## config.mk

```make
export PLATFORM = sky130hd
export DESIGN_NAME = vga_timing_gen
export DESIGN_NICKNAME = d
export VERILOG_FILES = /design/src/rtl/vga_timing_gen.sv
export SDC_FILE = /design/constraint.sdc
export NUM_CORES = 1
export LEC_CHECK = 0
export CORE_UTILIZATION = 30
export CTS_BUF_LIST = sky130_fd_sc_hd__clkbuf_2 sky130_fd_sc_hd__clkbuf_4 sky130_fd_sc_hd__clkbuf_8
export CTS_CLUSTER_DIAMETER = 150
export DETAILED_ROUTE_END_ITERATION = 12
export PLACE_DENSITY = 0.51
export SYNTH_ARGS = -nofsm -noshare
export SYNTH_HDL_FRONTEND = slang
export SYNTH_SLANG_ARGS = --single-unit
export TNS_END_PERCENT = 100
```

## constraint.sdc

```tcl
create_clock -name vga_clk -period 2.9 [get_ports vga_clk]
set_clock_uncertainty 0.05 [all_clocks]
set_input_delay 0.725 -clock vga_clk [delete_from_list [all_inputs] [get_ports vga_clk]]
set_output_delay 0.725 -clock vga_clk [all_outputs]
set_load 0.005 [all_outputs]
```

## src/rtl/vga_timing_gen.sv

```systemverilog
// vga_timing_gen: free-running raster counters, blank, frame pulse and delayed syncs.
// Define VGA_FRAME_CNT_EN to build the 16-bit frame counter behind frame_count.
module vga_timing_gen #(
  parameter int H_ACTIVE   = 640,
  parameter int H_FP       = 16,
  parameter int H_SYNC     = 96,
  parameter int H_BP       = 48,
  parameter int V_ACTIVE   = 480,
  parameter int V_FP       = 10,
  parameter int V_SYNC     = 2,
  parameter int V_BP       = 33,
  parameter int PIPE_DELAY = 2
) (
  input  logic        vga_clk,
  input  logic        reset_n,
  output logic [9:0]  DrawX,
  output logic [9:0]  DrawY,
  output logic        blank,
  output logic        hs,
  output logic        vs,
  output logic        frame_start,
  output logic [15:0] frame_count
);

  localparam int H_TOTAL = H_ACTIVE + H_FP + H_SYNC + H_BP;
  localparam int V_TOTAL = V_ACTIVE + V_FP + V_SYNC + V_BP;

  localparam logic [9:0]  L_H_LAST = 10'(H_TOTAL - 1);
  localparam logic [9:0]  L_V_LAST = 10'(V_TOTAL - 1);
  localparam logic [10:0] L_H_ACT  = 11'(H_ACTIVE);
  localparam logic [10:0] L_V_ACT  = 11'(V_ACTIVE);
  localparam logic [10:0] L_HS_BEG = 11'(H_ACTIVE + H_FP);
  localparam logic [10:0] L_HS_END = 11'(H_ACTIVE + H_FP + H_SYNC);
  localparam logic [10:0] L_VS_BEG = 11'(V_ACTIVE + V_FP);
  localparam logic [10:0] L_VS_END = 11'(V_ACTIVE + V_FP + V_SYNC);

  if (H_TOTAL > 1024 || V_TOTAL > 1024) begin : g_bad_total
    $error("vga_timing_gen: H_TOTAL/V_TOTAL exceed 10-bit counters");
  end
  if (PIPE_DELAY < 0 || PIPE_DELAY > 7) begin : g_bad_pipe
    $error("vga_timing_gen: PIPE_DELAY must be 0..7");
  end

  logic [9:0]          r_x;
  logic [9:0]          r_y;
  logic                r_blank;
  logic                r_fs;
  logic [PIPE_DELAY:0] r_hs;
  logic [PIPE_DELAY:0] r_vs;

  logic        w_x_last;
  logic        w_y_last;
  logic [9:0]  w_x_nxt;
  logic [9:0]  w_y_nxt;
  logic [10:0] w_xw;
  logic [10:0] w_yw;
  logic        w_blank_nxt;
  logic        w_fs_nxt;
  logic        w_hs_nxt;
  logic        w_vs_nxt;

  // All decodes use the post-edge count so they line up with DrawX/DrawY
  always_comb begin
    w_x_last = (r_x == L_H_LAST);
    w_y_last = (r_y == L_V_LAST);
    w_x_nxt  = w_x_last ? 10'd0 : r_x + 10'd1;
    w_y_nxt  = r_y;
    if (w_x_last) begin
      w_y_nxt = w_y_last ? 10'd0 : r_y + 10'd1;
    end
    w_xw        = {1'b0, w_x_nxt};
    w_yw        = {1'b0, w_y_nxt};
    w_blank_nxt = (w_xw < L_H_ACT) && (w_yw < L_V_ACT);
    w_fs_nxt    = (w_x_nxt == 10'd0) && (w_y_nxt == 10'd0);
    w_hs_nxt    = !((w_xw >= L_HS_BEG) && (w_xw < L_HS_END));
    w_vs_nxt    = !((w_yw >= L_VS_BEG) && (w_yw < L_VS_END));
  end

  // Stage 0 of each sync line is aligned with DrawX; higher stages add delay
  always_ff @(posedge vga_clk or negedge reset_n) begin
    if (!reset_n) begin
      r_x     <= '0;
      r_y     <= '0;
      r_blank <= 1'b0;
      r_fs    <= 1'b0;
      r_hs    <= '1;
      r_vs    <= '1;
    end else begin
      r_x     <= w_x_nxt;
      r_y     <= w_y_nxt;
      r_blank <= w_blank_nxt;
      r_fs    <= w_fs_nxt;
      r_hs[0] <= w_hs_nxt;
      r_vs[0] <= w_vs_nxt;
      for (int i = 1; i <= PIPE_DELAY; i++) begin
        r_hs[i] <= r_hs[i-1];
        r_vs[i] <= r_vs[i-1];
      end
    end
  end

`ifdef VGA_FRAME_CNT_EN
  logic [15:0] r_fcnt;

  always_ff @(posedge vga_clk or negedge reset_n) begin
    if (!reset_n) begin
      r_fcnt <= '0;
    end else if (w_fs_nxt) begin
      r_fcnt <= r_fcnt + 16'd1;
    end
  end

  assign frame_count = r_fcnt;
`else
  assign frame_count = 16'h0000;
`endif

  assign DrawX       = r_x;
  assign DrawY       = r_y;
  assign blank       = r_blank;
  assign hs          = r_hs[PIPE_DELAY];
  assign vs          = r_vs[PIPE_DELAY];
  assign frame_start = r_fs;

endmodule

```

==> flow_summary.ini <==
[status]
status = finished, final reports clean

[sta]
hold_viol_final = 0
final.min_clock_period_ps = 2320
period_share = 0.799
tns_ps = 0
rsz0062_at_grt = no
setup_viol = 0
slew_viol_final = 0
max_freq_mhz = 432

[finish]
fin_cells = 255
insertedDiodeCount = 0
final_nets = 191
fillers = 544
area.growth.synth_to_final_pct = 13.2
drive_above_1_share = 0.135
fin_util = 0.362

[global_route]
grt_overflow = 0
grt_pass1_vias = 1131
grt_pass1_wl_mm = 5.82
track_usage = 0.124
antenna_found_initial = 0
grt_max_degree = 29

[clocking]
post-cts-setup-buffers = 0
cts_max_path_buffers = 2
cts_resized = 0
h-tree-depth = 1
insertion_delay_ps = 270
postCtsHoldBufs = 0
numCtsBuffers = 3
tritoncts = done
cts.sinks = 28
clkTransAtPathRegs_ps = 100
cts_root_buf = clkbuf_8

[detailed_routing]
vias = 1207
wl_per_cell_um = 13.2
wirelength_mm = 3.35
drt-pass1-iter-count = 4
drt_iter0_drc = 42
drc = 0
ant_nets = 0
vias_per_cell = 4.73

[logic_synthesis]
ys_seq_area_frac = 0.423
ys_warn_count = 0
yosys.area.top_type = dfrtp_1
syn-cell-area_um2 = 1670
syn_inst = 165
synth.avg_cell_area_um2 = 10.1
synth_seq_cells = 28
synth_top_area_share = 0.329
netlist_top_cells_area = dfrtp_1 (33%), dfstp_2 (9.4%), buf_4 (7.2%)
ys_types = 47

[critical_path]
arrival_ps = 2450
start_kind = register
required_ps = 3030
timing.critical_path.from = DrawX[0]
slowest_stage = dfrtp_1
crit_chain = ha_1 -> and4_1 -> and3_4 -> nand4_1 -> xor2_1 -> nand4b_1 -> nor4b_2
r2r_end = frame_start
setup.worst_path.class = register to register
reg2regPathDepth = 7
crit_family = simple AND/OR/NAND/NOR gates
cp.buffers_inverters = 0
r2r_slack_ps = 580
worst_setup_path_end_kind = register
cpPeakStageDelay_ps = 410
r2r_start = DrawX[0]
path_max_fanout = 18

[worst_hold_path]
hp-start = r_hs[1]
worstHoldPathCells = 0
hp-class = register to register
holdPathEnd = r_hs[2]

[power_and_ir_drop]
power_leakage_nw = 0.794
peakVddDrop_mv = 0.229
powerDensity_nw_per_um2 = 342

[floorplanning]
core_um2 = 5240
ios = 42
dieArea_um2 = 5880
fp-row-count = 26
die_h_um = 76.7
start_util = 0.320
die_w_um = 76.7

[placement]
numPortBuffers = 25
dpl.hpwl_mm = 2.47
numPlacedInstances = 251
gp_congestion = 0.755

[run]
maxCapViolCount = 0
-- placed cells by master, fill, tap and decap left out, types with 2 or more instances in the layout --
cell type,instances
nor2_1,10
xor2_1,8
and3_1,3
nor3_1,5
dfstp_2,6
inv_1,9
nor4_1,2
clkbuf_8,4
clkdlybuf4s50_1,25
a21oi_1,2
nand4_1,8
dfrtp_1,22
conb_1,16
xnor2_1,5
o21ai_0,7
a32oi_1,2
o31ai_1,2
nand2_1,12
nand4b_1,2
ha_1,3
and2_2,2
a22oi_1,2
nand3_1,6
-- worst register-to-register path: stages, from the launching register on --
cell      delay (ps)
dfrtp_1          410
ha_1             230
and4_1           350
and3_4           370
nand4_1          140
xor2_1           250
nand4b_1         150
nor4b_2          290
-- flip-flops by register name, indices dropped and copies added, names as in the netlist --
name and cells:
r_vs 3, frame_start 1, r_hs 3, blank 1
DrawX 10, DrawY 10
-- stage by stage --
step / hold WS [ps] / instance area, µm² / setup WS, ps / total power, mW
2_1_floorplan: 295 / 1730 / 804 / 0.418
3_5_place_dp: 297 / 1840 / 581 / 0.413
4_1_cts: 311 / 1900 / 559 / 0.657
5_1_grt: 317 / 1900 / 359 / 0.674
6_report: 310 / 1900 / 583 / 0.648
3_3_place_gp: 296 / 1840 / 658 / 0.413
-- cells by family after synthesis --
logic type                 Yosys count  synth area share
AOI/OAI and AO/OA                   26             0.111
xor gates and xnor gates            13            0.0680
adders and majority gates            3            0.0224
buffers and inverters               34             0.161
DFF                                 28             0.423
muxes                                1           0.00673
other                                1           0.00224
and+or+nand+nor                     59             0.206
-- synthesized netlist by cell type (all sizes together) --
cell type  count
a21oi          2
and2           2
mux2           1
a31oi          1
or4            1
o21bai         1
o21ai          8
a31o           1
nand4b         2
and4bb         1
inv            9
o2111ai        1
a32oi          2
o31ai          2
and4           1
nor4           2
a32o           1
nand2         12
or3            1
a22o           1
a211oi         1
dfstp          6
nand3          6
and3           5
conb           1
ha             3
xnor2          5
nor2          11
a21o           1
a22oi          2
buf           19
clkbuf         6
o22ai          2
nor4b          1
nor3           6
dfrtp         22
nand4          8
xor2           8
-- per-layer routing --
layer | part of all wire | track usage | wire, µm
met4 | 0.010 | 0.0346 | 34
met2 | 0.44 | 0.177 | 1480
met1 | 0.51 | 0.192 | 1700
met5 | 0 | 0 | 0
met3 | 0.041 | 0.0155 | 138
-- how the worst max path moves through the flow --
stage                        endpoint  depth (start not counted)
after floorplan               r_hs[0]                          8
after global placement    frame_start                          7
after detailed placement  frame_start                          7
after CTS                 frame_start                          7
after global routing      frame_start                          7
final                     frame_start                          7
-- power by group --
part           switching (mW)  leakage [nW]  internal, mW
Clock                   0.122        0.0288         0.121
Combinational          0.0122         0.415       0.00206
Sequential                  0         0.351         0.391
-- final cells by class --
type,instances,area (µm²),share of cell area
Timing Repair Buffer,26,258,0.136
Multi-Input combinational cell,118,753,0.397
Tap cell,70,87.6,0.0462
Inverter,9,33.8,0.0178
Sequential cell,28,708,0.374
Clock buffer,4,55.1,0.0290
(Power assumes the default switching activity.)
